===== config.mk =====
export PLATFORM = sky130hd
export DESIGN_NAME = serial_in8_flat
export DESIGN_NICKNAME = d
export VERILOG_FILES = /design/src/rtl/serial_in8_pkg.sv /design/src/rtl/serial_in8_if.sv /design/src/rtl/serial_in8_fifo.sv /design/src/rtl/serial_in8.sv /design/src/flat_wrapper.sv
export SDC_FILE = /design/constraint.sdc
export NUM_CORES = 1
export LEC_CHECK = 0
export BUFFER_PORTS_ARGS = -buffer_cell sky130_fd_sc_hd__buf_2
export CORE_MARGIN = 8
export CORE_UTILIZATION = 49
export DETAILED_ROUTE_END_ITERATION = 6
export GPL_ROUTABILITY_DRIVEN = 0
export PLACE_DENSITY = 0.76
export SYNTH_ARGS = -nofsm -noshare
export SYNTH_HDL_FRONTEND = slang
export SYNTH_SLANG_ARGS = --single-unit

===== constraint.sdc =====
create_clock -name clock -period 1.9 [get_ports clock]
set_clock_uncertainty 0.1 [all_clocks]
set_input_delay 0 -clock clock [delete_from_list [all_inputs] [get_ports clock]]
set_output_delay 0 -clock clock [all_outputs]
set_load 0.02 [all_outputs]

===== src/rtl/serial_in8_pkg.sv =====
// Shared constants for the serial_in8 receiver: register map, status bit layout
// and FSM state encodings (PARITY only reachable with SERIAL_IN_PARITY_EN).
package serial_in8_pkg;

  localparam logic [31:0] STAT_ADDR_DEF = 32'h0000_03f0;
  localparam logic [31:0] DATA_ADDR_DEF = 32'h0000_03f4;

  localparam int ST_NOT_EMPTY = 0;
  localparam int ST_FULL      = 1;
  localparam int ST_OVR       = 2;
  localparam int ST_FERR      = 3;
  localparam int ST_PERR      = 4;

  localparam logic [2:0] S_IDLE   = 3'd0;
  localparam logic [2:0] S_START  = 3'd1;
  localparam logic [2:0] S_DATA   = 3'd2;
  localparam logic [2:0] S_PARITY = 3'd3;
  localparam logic [2:0] S_STOP   = 3'd4;

  function automatic logic even_parity(input logic [7:0] b);
    return ^b;
  endfunction

endpackage


===== src/rtl/serial_in8_if.sv =====
// CPU data-memory read port seen by memory-mapped peripherals such as serial_in8.
interface serial_in8_if;
  logic [31:0] rd_addr;
  logic        rd_en;
  logic        hit;
  logic [31:0] r_data;

  modport master (output rd_addr, output rd_en, input hit, input r_data);
  modport slave  (input rd_addr, input rd_en, output hit, output r_data);
endinterface


===== src/rtl/serial_in8_fifo.sv =====
// Small synchronous byte FIFO; a push while full is accepted only when a pop
// happens in the same cycle (the pop frees the slot first).
module serial_in8_fifo #(
  parameter int DEPTH = 4,
  parameter int WIDTH = 8
) (
  input  logic             clock,
  input  logic             reset,
  input  logic             push,
  input  logic [WIDTH-1:0] push_data,
  input  logic             pop,
  output logic             full,
  output logic             empty,
  output logic [WIDTH-1:0] head
);

  localparam int AW = $clog2(DEPTH);
  localparam logic [AW:0] DEPTH_C = (AW+1)'(DEPTH);

  logic [WIDTH-1:0] mem [DEPTH];
  logic [AW-1:0]    wr_ptr, rd_ptr;
  logic [AW:0]      count;
  logic             push_ok, pop_ok;

  assign full    = (count == DEPTH_C);
  assign empty   = (count == '0);
  assign pop_ok  = pop && !empty;
  assign push_ok = push && (!full || pop_ok);
  assign head    = empty ? '0 : mem[rd_ptr];

  // NOTE: storage is deliberately not reset; count/pointers define validity, and
  // leaving the array out of the reset lets it map onto plain RAM/flops.
  always_ff @(posedge clock) begin
    if (push_ok) mem[wr_ptr] <= push_data;
  end

  always_ff @(posedge clock or posedge reset) begin
    if (reset) begin
      wr_ptr <= '0;
      rd_ptr <= '0;
      count  <= '0;
    end else begin
      if (push_ok) wr_ptr <= wr_ptr + AW'(1);
      if (pop_ok)  rd_ptr <= rd_ptr + AW'(1);
      case ({push_ok, pop_ok})
        2'b10:   count <= count + (AW+1)'(1);
        2'b01:   count <= count - (AW+1)'(1);
        default: count <= count;
      endcase
    end
  end

endmodule


===== src/rtl/serial_in8.sv =====
// Memory-mapped async serial receiver (8N1, or 8E1 when SERIAL_IN_PARITY_EN is
// defined) with a byte FIFO, status/data registers and a not-empty interrupt.
module serial_in8
  import serial_in8_pkg::*;
#(
  parameter int          CLKS_PER_BIT = 16,
  parameter int          FIFO_DEPTH   = 4,
  parameter logic [31:0] STAT_ADDR    = STAT_ADDR_DEF,
  parameter logic [31:0] DATA_ADDR    = DATA_ADDR_DEF
) (
  input  logic        clock,
  input  logic        reset,
  input  logic        rx_in,
  serial_in8_if.slave bus,
  output logic        rx_irq
);

  localparam int TW = $clog2(CLKS_PER_BIT);
  localparam logic [TW-1:0] BIT_LAST  = TW'(CLKS_PER_BIT - 1);
  localparam logic [TW-1:0] HALF_LAST = TW'(CLKS_PER_BIT / 2 - 1);
`ifdef SERIAL_IN_PARITY_EN
  localparam logic [2:0] S_AFTER_DATA = S_PARITY;
`else
  localparam logic [2:0] S_AFTER_DATA = S_STOP;
`endif

  logic [2:0]    sync_q;
  logic          rx_s, falling;
  logic [2:0]    state;
  logic [TW-1:0] timer;
  logic [2:0]    bit_cnt;
  logic [7:0]    shift_q;
  logic          parity_bad;
  logic          tick, stop_sample;
  logic          push_pend;
  logic          ovr_q, ferr_q, perr_q;
  logic          ovr_set, ferr_set, perr_set;
  logic          stat_rd, data_rd;
  logic          fifo_full, fifo_empty;
  logic [7:0]    fifo_head;

  // NOTE: sequential state uses non-blocking assignments so every flop samples
  // pre-edge values, independent of block ordering.
  always_ff @(posedge clock or posedge reset) begin
    if (reset) sync_q <= 3'b111;
    else       sync_q <= {sync_q[1:0], rx_in};
  end

  assign rx_s    = sync_q[1];
  assign falling = sync_q[2] & ~sync_q[1];

  // NOTE: every always_comb output gets a default first so no path infers a latch.
  always_comb begin
    tick = 1'b0;
    case (state)
      S_START:                  tick = (timer == HALF_LAST);
      S_DATA, S_PARITY, S_STOP: tick = (timer == BIT_LAST);
      default:                  tick = 1'b0;
    endcase
  end

  always_ff @(posedge clock or posedge reset) begin
    if (reset) begin
      state   <= S_IDLE;
      timer   <= '0;
      bit_cnt <= '0;
      shift_q <= '0;
    end else begin
      case (state)
        S_IDLE: if (falling) begin
          state   <= S_START;
          timer   <= '0;
          bit_cnt <= '0;
        end
        S_START: begin
          timer <= tick ? '0 : timer + TW'(1);
          if (tick) state <= rx_s ? S_IDLE : S_DATA;
        end
        S_DATA: begin
          timer <= tick ? '0 : timer + TW'(1);
          if (tick) begin
            shift_q <= {rx_s, shift_q[7:1]};
            bit_cnt <= bit_cnt + 3'd1;
            if (bit_cnt == 3'd7) state <= S_AFTER_DATA;
          end
        end
        S_PARITY: begin
          timer <= tick ? '0 : timer + TW'(1);
          if (tick) state <= S_STOP;
        end
        S_STOP: begin
          timer <= tick ? '0 : timer + TW'(1);
          if (tick) state <= S_IDLE;
        end
        default: state <= S_IDLE;
      endcase
    end
  end

`ifdef SERIAL_IN_PARITY_EN
  always_ff @(posedge clock or posedge reset) begin
    if (reset)                           parity_bad <= 1'b0;
    else if (state == S_PARITY && tick)  parity_bad <= (rx_s != even_parity(shift_q));
  end
`else
  assign parity_bad = 1'b0;
`endif

  assign stop_sample = (state == S_STOP) && tick;
  assign stat_rd     = bus.rd_en && (bus.rd_addr == STAT_ADDR);
  assign data_rd     = bus.rd_en && (bus.rd_addr == DATA_ADDR);
  assign ferr_set    = stop_sample && !rx_s;
  assign perr_set    = stop_sample && rx_s && parity_bad;
  assign ovr_set     = push_pend && fifo_full && !data_rd;

  // shift_q stays stable for the cycle after the stop sample, so it feeds the FIFO directly.
  always_ff @(posedge clock or posedge reset) begin
    if (reset) begin
      push_pend <= 1'b0;
      ovr_q     <= 1'b0;
      ferr_q    <= 1'b0;
      perr_q    <= 1'b0;
      rx_irq    <= 1'b0;
    end else begin
      push_pend <= stop_sample && rx_s && !parity_bad;
      ovr_q     <= ovr_set  | (ovr_q  & ~stat_rd);
      ferr_q    <= ferr_set | (ferr_q & ~stat_rd);
      perr_q    <= perr_set | (perr_q & ~stat_rd);
      rx_irq    <= !fifo_empty;
    end
  end

  serial_in8_fifo #(.DEPTH(FIFO_DEPTH), .WIDTH(8)) u_fifo (
    .clock     (clock),
    .reset     (reset),
    .push      (push_pend),
    .push_data (shift_q),
    .pop       (data_rd),
    .full      (fifo_full),
    .empty     (fifo_empty),
    .head      (fifo_head)
  );

  always_comb begin
    bus.hit    = (bus.rd_addr == STAT_ADDR) || (bus.rd_addr == DATA_ADDR);
    bus.r_data = '0;
    if (bus.rd_addr == STAT_ADDR) begin
      bus.r_data[ST_NOT_EMPTY] = !fifo_empty;
      bus.r_data[ST_FULL]      = fifo_full;
      bus.r_data[ST_OVR]       = ovr_q;
      bus.r_data[ST_FERR]      = ferr_q;
      bus.r_data[ST_PERR]      = perr_q;
    end else if (bus.rd_addr == DATA_ADDR) begin
      bus.r_data = {24'b0, fifo_head};
    end
  end

endmodule


===== src/flat_wrapper.sv =====
// flat-port wrapper written by rule: the top's interface ports become plain ports
module serial_in8_flat import serial_in8_pkg::*;
#(
  parameter int          CLKS_PER_BIT = 16,
  parameter int          FIFO_DEPTH   = 4,
  parameter logic [31:0] STAT_ADDR    = STAT_ADDR_DEF,
  parameter logic [31:0] DATA_ADDR    = DATA_ADDR_DEF
)
  (clock, reset, rx_in, rx_irq, bus_rd_addr, bus_rd_en, bus_hit, bus_r_data);
  serial_in8_if bus_i ();
  input  logic clock;
  input  logic reset;
  input  logic rx_in;
  output logic rx_irq;
  input wire logic [$bits(bus_i.rd_addr)-1:0] bus_rd_addr;
  input wire logic [$bits(bus_i.rd_en)-1:0] bus_rd_en;
  output wire logic [$bits(bus_i.hit)-1:0] bus_hit;
  output wire logic [$bits(bus_i.r_data)-1:0] bus_r_data;
  assign bus_i.rd_addr = bus_rd_addr;
  assign bus_i.rd_en = bus_rd_en;
  assign bus_hit = bus_i.hit;
  assign bus_r_data = bus_i.r_data;
  serial_in8 #(.CLKS_PER_BIT(CLKS_PER_BIT), .FIFO_DEPTH(FIFO_DEPTH), .STAT_ADDR(STAT_ADDR), .DATA_ADDR(DATA_ADDR)) u_core (.clock(clock), .reset(reset), .rx_in(rx_in), .bus(bus_i), .rx_irq(rx_irq));
endmodule

======== Word level (Yosys, flattened, before mapping) ========
Memory sizes are Yosys's and may differ from the RTL's.
Index checks and enable logic that the tools add are counted.
operators by class
  bitwise operators ....................... 8
  divide/modulo/power cells ............... 0
  reductions and logical operators ........ 26
  equal/unequal tests ..................... 18
  $lt $le $gt $ge ......................... 0
  muxes and demuxes ....................... 22
  shifts and indexed selects .............. 0
  multipliers ............................. 0
  add/sub/neg operators ................... 6
operator list
  cell                                             number
  == test 32 x 10 -> 1 bit, second input constant  2
  two-way mux 27 bit                               1
  two-way mux 3 bit                                8
  two-way mux 8 bit                                2
  one-hot mux 3 bit (5 select lines)               1
  != test 2 x 1 -> 1 bit, second input constant    6
  one-hot mux 3 bit (2 select lines)               2
  == test 3 bit, second input constant             3
  logical AND 1 bit                                9
  two-way mux 4 bit                                2
  one-hot mux 4 bit (2 select lines)               1
  adder 3 x 1 -> 3 bit, second input constant      2
  == test 3 x 2 -> 1 bit, second input constant    2
  zero test 3 bit                                  2
  AND reduction 6 bit                              1
  nonzero test 2 bit                               3
  two-way mux 5 bit                                1
  adder 2 x 1 -> 2 bit, second input constant      2
  adder 4 x 1 -> 4 bit, second input constant      1
  AND 1 bit                                        4
  == test 4 x 3 -> 1 bit, second input constant    1
  == test 4 bit, second input constant             1
  zero test 1 bit                                  4
  AND reduction 2 bit                              2
  13 further kinds                                 17
storage, ports and cells
  input port bits ......................... 36
  memory bits (read-only) ................. 0
  bits in writable memories ............... 32
  memories ................................ 1
  word-level logic and storage cells ...... 94
  flip-flop bits (word level) ............. 33
  output and inout port bits .............. 34
  latch bits .............................. 0
memory list
  memory             words  width  read ports  clocked after memory_dff  write ports  RTL line               source
  u_core.u_fifo.mem  4      8      1           0                         1            serial_in8_fifo.sv:20  logic [WIDTH-1:0] mem [DEPTH];

======== Depth between registers and ports, before layout ========
Gate-level depths: netlist (run 1).
  depth after elaboration ................. 7
  mapped depth ............................ 11

======== Modules after synthesis ========
Synthesis (run 1) repeated with hierarchy kept, for this count alone.
second synthesis, totals
  cells, all modules ...................... 273
  area total of the unflattened synthesis .. 3383.2 um^2
by module, submodules not included
  module           seq. area each (um^2)  cells an instance  instances  area an instance (um^2)
  serial_in8       654.4                  182                1          1734.2
  serial_in8_fifo  1136.1                 91                 1          1649.1

======== Worst setup path after synthesis (run 1) ========
Ideal clock, no wire load.
  kind .................................... input-to-reg
  start ................................... input bus_rd_addr[17]
  end ..................................... register u_core.u_fifo.count[1]
  data arrival time ....................... 2.228 ns
  setup time .............................. 0.065 ns
  stages .................................. 11
  data required time ...................... 1.735 ns
  slack ................................... -0.493 ns
  cell sequence ........................... nor4_1 -> nand4_1 -> or2_2 -> clkbuf_1 -> nor3_1 -> nand2b_1 -> fa_1 -> a31oi_1 -> o221ai_1 -> o21ai_0 -> o22a_1
on the way
  word-level cells in the longest chain between the ends .. 7
  elaborated cells on any way between the ends .. 9
RTL lines
  item                                                                             RTL line               source
  start: declaration                                                               flat_wrapper.sv:15     input wire logic [$bits(bus_i.rd_addr)-1:0] bus_rd_addr;
  == test 32 x 10 -> 1 bit (*)                                                     serial_in8.sv:111      assign data_rd = bus.rd_en && (bus.rd_addr == DATA_ADDR);
  logical AND 1 bit (*)                                                            serial_in8.sv:111
  logical AND 1 bit (*)                                                            serial_in8_fifo.sv:27  assign pop_ok = pop && !empty;
  logical OR 1 bit                                                                 serial_in8_fifo.sv:28  assign push_ok = push && (!full || pop_ok);
  logical AND 1 bit                                                                serial_in8_fifo.sv:28
  == test 2 x 1 -> 1 bit / == test 2 bit (equally long branches)                   serial_in8_fifo.sv:45  case ({push_ok, pop_ok})
  one-hot mux 3 bit (2 select lines) / nonzero test 2 bit (equally long branches)  n/a
  end signal: assignment                                                           serial_in8_fifo.sv:46  2'b10: count <= count + (AW+1)'(1);
  end signal: assignment                                                           serial_in8_fifo.sv:47  2'b01: count <= count - (AW+1)'(1);
  end signal: assignment                                                           serial_in8_fifo.sv:48  default: count <= count;
  end: declaration                                                                 serial_in8_fifo.sv:22  logic [AW:0] count;
Every way passes the cells marked *; elsewhere a longest branch is shown, timed or not.
A chain may end at the register's enable or synchronous reset.

======== Final worst setup path (run 1) ========
  start ................................... register u_core.u_fifo.count[0]
  end ..................................... register u_core.u_fifo.count[1]
on the way
  word-level cells in the longest chain between the ends .. 7
  elaborated cells on any way between the ends .. 13
RTL lines
  item                                                                             RTL line               source
  zero test 3 bit                                                                  serial_in8_fifo.sv:26  assign empty = (count == '0);
  zero test 1 bit                                                                  serial_in8_fifo.sv:27
  logical AND 1 bit                                                                serial_in8_fifo.sv:27
  logical OR 1 bit                                                                 serial_in8_fifo.sv:28
  logical AND 1 bit                                                                serial_in8_fifo.sv:28
  == test 2 x 1 -> 1 bit / == test 2 bit (equally long branches)                   serial_in8_fifo.sv:45
  one-hot mux 3 bit (2 select lines) / nonzero test 2 bit (equally long branches)  n/a
Several ways; a longest one is shown, not always the timed one.

==> metrics.md, run 1 <==
| Metric | Value |
|---|---|
| Synth Instances | `261` |
| Adder-Cell Fraction of Synth Area | `0.0332` |
| Min Hold Slack | `0.0736 ns` |
| H-tree levels | `3` |
| Power density over cell area | `858 nW/µm²` |
| Worst EP required | `2.08 ns` |
| I/O pins | `70` |
| Starting density of the core | `0.508` |
| DR DRC count | `0` |
| Pin count of the biggest net entering global routing | `34` |
| Num CTS Buffers | `9` |
| Yosys warnings | `0` |
| Clk buf depth | `2` |
| Violated checks | `setup timing` |
| #FFs+latches synth | `65` |
| Simple-gate share of the synthesized area | `0.139` |
| P&R area growth vs syn | `27.0%` |
| Antenna violations before repair | `0` |
| Mapped Area | `3240 µm²` |
| Max FO, Critical Path | `2` |
| CP max stage cell | `fa_2` |
| Top-count cell post-synth | `edfxtp_1` |
| Multi-input gate area | `1370 µm²` |
| CP Depth | `9` |
| Antenna Cells | `0` |
| Post-synth top area share | `0.296` |
| Setup TNS | `-1.35 ns` |
| Post-synthesis compound-gate area fraction | `0.0691` |
| Core region area | `6390 µm²` |
| DR vias/cell | `5.35` |
| M1 WL | `2720 µm` |
| Max_cap viols | `0` |
| Register Area | `1790 µm²` |
| Post-synth EDFFs | `32` |
| Share of cells above drive strength 1 | `0.407` |
| Commonest cells post-synth | `edfxtp_1, dfrtp_1, buf_4` |
| Vias | `2,288` |
| Maximum VDD drop | `0.693 mV` |
| GRT Resource Usage Total | `0.143` |
| Hold WC Path Type | `in -> reg` |
| Crit-path cells | `nor3_2 > buf_4 > nor3_4 > nand2b_1 > fa_2 > a31oi_1 > o221ai_1 > o21ai_1 > o22a_1` |
| Unique cell type count in the Yosys netlist | `54` |
| Post-Synth XOR/XNOR Area | `0.0135` |
| Vias in the first global route | `2,336` |
| Die ar. | `9480 µm²` |
| Die W | `97.4 µm` |
| Post-synth top flop | `edfxtp_1` |
| Fillcell total | `473` |
| DP Cell Count | `403` |
| Hold depth | `4` |
| Unrepaired setup endpoints after global routing | `true` |
| Clock Latency Late Sink | `0.34 ns` |
| Final ANT Viol Nets | `0` |
| Reg2Reg Depth | `9` |
| Final Hold Fails | `0` |
| Multiplexer area fraction after synthesis | `0.106` |
| Tmin final | `2.11 ns` |
| Post-route clock period utilization | `1.11` |
| FMAX | `0.475 GHz` |
| Top cells by area, synth | `edfxtp_1, dfrtp_1, mux4_2` |
| LEAKAGE | `1.85 nW` |
| Non-Filler Instances | `428` |
| DR WL met2 | `3450 µm` |
| Critical path class | `reg -> reg` |
| Root Driver | `clkbuf_8` |
| Met3 WL | `573 µm` |
| Ys async rst share | `0.508` |
| Final worst slack | `-0.207 ns` |
| WL final | `6870 µm` |
| CTS clk-pin slew, worst paths | `0.06 ns` |
| Outcome | `complete, but fails checks` |
| Syn avg cell area | `12.4 µm²` |
| Largest family of logic cells by synthesized area | `simple AND/OR/NAND/NOR gates` |
| Cell Rows | `29` |
| Critical path capture point type | `flop` |
| DRT Pass-1 Iters | `4` |
| Nets | `390` |
| TritonCTS clock tree | `built` |
| Delay-heaviest family, CP | `compound AO/OA/AOI/OAI gates` |
| Top sig layer | `met4` |
| Post-synthesis sequential area ratio | `0.552` |
| Setup violations, final | `16` |
| Port Buf Inserts | `45` |
| Die Y | `97.4 µm` |
| GRT overflow | `0` |
| Hpwl dp | `4830 µm` |
| Crit path DAT | `2.28 ns` |
| First-pass GRT wire length | `10,900 µm` |
| CP peak stage delay | `0.45 ns` |
| WP buf/inv | `1` |
| Setup crit start kind | `flop` |
| Clock sinks | `65` |
| Top cell type by total area after synthesis | `edfxtp_1` |
| DRC violation total after the first TritonRoute iteration | `143` |
| Avg WL per Cell | `16.0 µm` |
| Final Max Tran Viols | `0` |
layer usage:
metal / up-vias / global-route usage
met2: 90 / 0.236
met3: 14 / 0.0619
li1: 1073 / -
met4: 0 / 0.0559
met5: - / 0
met1: 1111 / 0.158
where the power goes:
group	internal (mW)	switching, mW	leakage (nW)
clock network	0.769	0.499	0.108
registers	1.55	0.0666	0.721
logic	0.299	0.347	1.02
total	2.62	0.913	1.85
cell type report:
class	count	share of cell area
Clock buffer	12	0.0352
Sequential cell	65	0.435
Timing Repair Buffer	86	0.145
Tap cell	77	0.0234
Multi-Input combinational cell	171	0.333
Inverter	13	0.0118
Clock inverter	4	0.0167
cell usage in the layout, fill, tap and decap left out, drive strengths merged, types with 3 or more instances in the layout:
cell and instances:
nand3 3, a21oi 7, nor4 5, or2 3, nor2 13, nor2b 5
and3 3, o21ai 5, nand2 13, nand2b 4, mux2 9, xor2 3
or3 4, mux4 9, nor3 8, dlygate4sd3 3, buf 83, and2 7
conb 24, o22ai 3, edfxtp 32, mux2i 4, clkbuf 12, inv 13
dfrtp 30, dfstp 3, ha 7
worst register-to-register path: stages (launching register included):
cell	delay [ns]
dfrtp_1	0.39
nor3_2	0.18
buf_4	0.15
nor3_4	0.04
nand2b_1	0.09
fa_2	0.45
a31oi_1	0.19
o221ai_1	0.17
o21ai_1	0.16
o22a_1	0.14
what timing repair did:
item	CTS	global route
hold buffers	3	0
hold endpoints to repair	36	0
endpoints found under the setup margin	22	24
buffers inserted	1	6
pin swaps	2	7
gates resized for setup	5	18
metrics by stage:
| step | total power [mW] | instance area (µm²) | setup slack [ns] | util |
|---|---|---|---|---|
| finish | 3.53 | 4120 | -0.207 | 0.645 |
| global route | 3.69 | 4120 | -0.297 | 0.645 |
| CTS | 3.50 | 4020 | -0.115 | 0.629 |
| detailed placement | 2.21 | 3750 | -0.356 | 0.588 |
| global placement | 2.19 | 3750 | -0.302 | 0.588 |
| floorplan | 2.06 | 3390 | -0.291 | - |
cell families (layout without fill, tap and decap cells):
logic type / after synthesis / in the layout
compound gates: 32 / 32
fa+ha+maj: 8 / 8
mux: 22 / 22
buf+inv: 48 / 115
other cells: 1 / 24
flops: 65 / 65
simple gates: 80 / 80
xor+xnor: 5 / 5
registers in the layout (all words and copies together), names as in the netlist:
| register | flops |
|---|---|
| u_core.ferr_q | 1 |
| u_core.ovr_q | 1 |
| u_core.u_fifo.rd_ptr | 2 |
| u_core.u_fifo.mem | 32 |
| u_core.push_pend | 1 |
| u_core.sync_q | 3 |
| u_core.timer | 4 |
| u_core.perr_q | 1 |
| u_core.shift_q | 8 |
| u_core.state | 3 |
| u_core.u_fifo.wr_ptr | 2 |
| u_core.u_fifo.count | 3 |
| u_core.bit_cnt | 3 |
| u_core.rx_irq | 1 |
worst paths after layout:
| check | from | slack (ns) | end |
|---|---|---|---|
| hold / removal | bus_rd_addr[2] | 0.07 | u_core.perr_q$_DFF_PP0_ |
| min in group asynchronous | reset | 0.21 | u_core.u_fifo.wr_ptr[0]$_DFFE_PP0P_ |
| max in group asynchronous | reset | 1.14 | u_core.sync_q[0]$_DFF_PP1_ |
| setup reg to reg | u_core.u_fifo.count[0]$_DFFE_PP0P_ | -0.21 | u_core.u_fifo.count[1]$_DFFE_PP0P_ |
| hold reg to reg | u_core.sync_q[0]$_DFF_PP1_ | 0.26 | u_core.sync_q[1]$_DFF_PP1_ |
| setup / recovery | u_core.u_fifo.count[0]$_DFFE_PP0P_ | -0.21 | u_core.u_fifo.count[1]$_DFFE_PP0P_ |
(Power assumes the default switching activity.)
==> inputs of run 2 (changes only) <==
--- a/config.mk
+++ b/config.mk
@@ -11,6 +11,7 @@
 export DETAILED_ROUTE_END_ITERATION = 6
 export GPL_ROUTABILITY_DRIVEN = 0
 export PLACE_DENSITY = 0.76
+export RECOVER_POWER = 25
 export SYNTH_ARGS = -nofsm -noshare
 export SYNTH_HDL_FRONTEND = slang
 export SYNTH_SLANG_ARGS = --single-unit
==> run 2 against run 1 <==
- the run still ends with setup timing left
- first-iteration DRC count is 4.2% higher
- core utilization stayed put
- clock power hardly changed
- design area stayed put
- critical path depth stayed put
- global-route usage stayed put
- hold slack stayed put
==> metrics.md, run 2 (synthesized netlist as in run 1, its figures left out) <==
| Metric | Value |
|---|---|
| Outcome | `complete, but fails checks` |
| Violated checks | `setup timing` |
| Pin count of the biggest net entering global routing | `34 (unchanged)` |
| Die Y | `97.4 µm (unchanged)` |
| Hold depth | `4 (unchanged)` |
| Final Hold Fails | `0 (unchanged)` |
| Avg WL per Cell | `16.0 µm (unchanged)` |
| Reg2Reg Depth | `9 (unchanged)` |
| DRC violation total after the first TritonRoute iteration | `149 (+4.2%)` |
| Antenna violations before repair | `0 (unchanged)` |
| Die W | `97.4 µm (unchanged)` |
| P&R area growth vs syn | `27.0% (unchanged)` |
| Vias | `2,288 (unchanged)` |
| Flop2flop setup slack | `-0.21 ns (about the same)` |
| Crit path DAT | `2.28 ns (about the same)` |
| Root Driver | `clkbuf_8` |
| Clk buf depth | `2 (unchanged)` |
| CTS clk-pin slew, worst paths | `0.06 ns (about the same)` |
| DR vias/cell | `5.35 (unchanged)` |
| Max_cap viols | `0 (unchanged)` |
| Total power | `3.53 mW (about the same)` |
| Setup crit start kind | `flop` |
| Hold WC Path Type | `in -> reg` |
| WL final | `6870 µm (unchanged)` |
| Hpwl dp | `4830 µm (unchanged)` |
| Tmin final | `2.11 ns (unchanged)` |
| Power density over cell area | `858 nW/µm² (about the same)` |
| DR DRC count | `0 (unchanged)` |
| LEAKAGE | `1.85 nW (about the same)` |
| Port Buf Inserts | `45 (unchanged)` |
| TritonCTS clock tree | `built` |
| Die ar. | `9480 µm² (unchanged)` |
| Unrepaired setup endpoints after global routing | `true` |
| Num CTS Buffers | `9 (unchanged)` |
| Critical path endpoint | `u_core.u_fifo.count[1]$_DFFE_PP0P_` |
| Clock Latency Late Sink | `0.34 ns (about the same)` |
| Maximum VDD drop | `0.693 mV (about the same)` |
| Critical path capture point type | `flop` |
| Biggest regs | `u_core.u_fifo.mem x32, u_core.shift_q x8, u_core.timer x4` |
| FMAX | `0.475 GHz (unchanged)` |
| GRT overflow | `0 (unchanged)` |
| Nets | `390 (unchanged)` |
| Worst reg2reg path endpoint | `u_core.u_fifo.count[1]$_DFFE_PP0P_` |
| Share of cells above drive strength 1 | `0.405 (-0.00285)` |
| Antenna Cells | `0 (unchanged)` |
| Commonest cells after routing, fill and taps aside | `buf_2, buf_4, edfxtp_1` |
| Min Hold Slack | `0.0736 ns (unchanged)` |
| Top reg by flops | `u_core.u_fifo.mem` |
| Final ANT Viol Nets | `0 (unchanged)` |
| I/O pins | `70 (unchanged)` |
| Setup crit start | `u_core.u_fifo.count[0]$_DFFE_PP0P_` |
| Post-route clock period utilization | `1.11 (unchanged)` |
| Vias in the first global route | `2,336 (unchanged)` |
| GRT Resource Usage Total | `0.143 (unchanged)` |
| Clock sinks | `65 (unchanged)` |
| Setup violations, final | `16 (unchanged)` |
| First-pass GRT wire length | `10,900 µm (unchanged)` |
| Final worst slack | `-0.207 ns (unchanged)` |
| Worst EP required | `2.08 ns (about the same)` |
| Critical path class | `reg -> reg` |
| DRT Pass-1 Iters | `4 (unchanged)` |
| Starting density of the core | `0.508 (unchanged)` |
| Core region area | `6390 µm² (unchanged)` |
| RR Startpoint | `u_core.u_fifo.count[0]$_DFFE_PP0P_` |
| Max FO, Critical Path | `2 (unchanged)` |
| H-tree levels | `3 (unchanged)` |
| Commonest non-fill, non-tap cell in the layout | `buf_2` |
| Max FFs per register | `32 (unchanged)` |
| Final Max Tran Viols | `0 (unchanged)` |
| Cell Rows | `29 (unchanged)` |
[run 2: cell counts in the layout (fill, tap and decap cells not counted)]
No cell type changed its count.
[run 2: final cells by class]
type | instances | area, µm²
inverter | 13 | 48.8
tap | 77 | 96.3
clock buffer | 12 | 145
clock inverter | 4 | 68.8
sequential | 65 | 1790
multi-input combinational | 171 | 1370
timing repair buffer | 86 | 598
fill | 473 | 2270
[run 2: how the worst min path moves through the flow]
stage	startpoint	end	slack, ns
6_report	bus_rd_addr[2]	u_core.perr_q$_DFF_PP0_	0.07
5_1_grt	bus_rd_addr[2]	u_core.perr_q$_DFF_PP0_	0.10
4_1_cts	bus_rd_addr[2]	u_core.perr_q$_DFF_PP0_	0.04
3_5_place_dp	rx_in	u_core.sync_q[0]$_DFF_PP1_	0.009
3_3_place_gp	rx_in	u_core.sync_q[0]$_DFF_PP1_	0.005
2_1_floorplan	rx_in	u_core.sync_q[0]$_DFF_PP1_	-0.1
[run 2: repair_timing]
action	in CTS	in global routing
endpoints found under the setup margin	22	24
hold buffers	3	0
resized for setup	5	18
setup buffers	1	6
endpoints found under the hold margin	36	0
pin swaps	2	7
[run 2: critical path: stages, from the launching register on]
cell and delay, ns:
dfrtp_1 0.39, nor3_2 0.18, buf_4 0.15, nor3_4 0.04
nand2b_1 0.09, fa_2 0.45, a31oi_1 0.19, o221ai_1 0.17
o21ai_1 0.16, o22a_1 0.14
[run 2: power by group]
group,switching (mW),total (mW),internal [mW]
Sequential,0.0666,1.62,1.55
Combinational,0.347,0.645,0.299
Clock,0.499,1.27,0.769
[run 2: layer usage]
layer,vias up,global-route usage,part of all wire
met5,-,0,0
met4,0,0.0559,0.018
met3,14,0.0619,0.083
met2,90,0.236,0.50
met1,1111,0.158,0.40
li1,1073,-,-
[run 2: metrics by stage]
| stage | TNS, ns | setup WS, ns | area [µm²] | utilization | cells |
|---|---|---|---|---|---|
| 2_1_floorplan | -0.533 | -0.291 | 3390 | - | 284 |
| 3_3_place_gp | -1.58 | -0.302 | 3750 | 0.588 | 403 |
| 3_5_place_dp | -1.81 | -0.356 | 3750 | 0.588 | 403 |
| 4_1_cts | -1.40 | -0.115 | 4020 | 0.629 | 423 |
| 5_1_grt | -2.40 | -0.297 | 4120 | 0.645 | 428 |
| 6_report | -1.35 | -0.207 | 4120 | 0.645 | 428 |
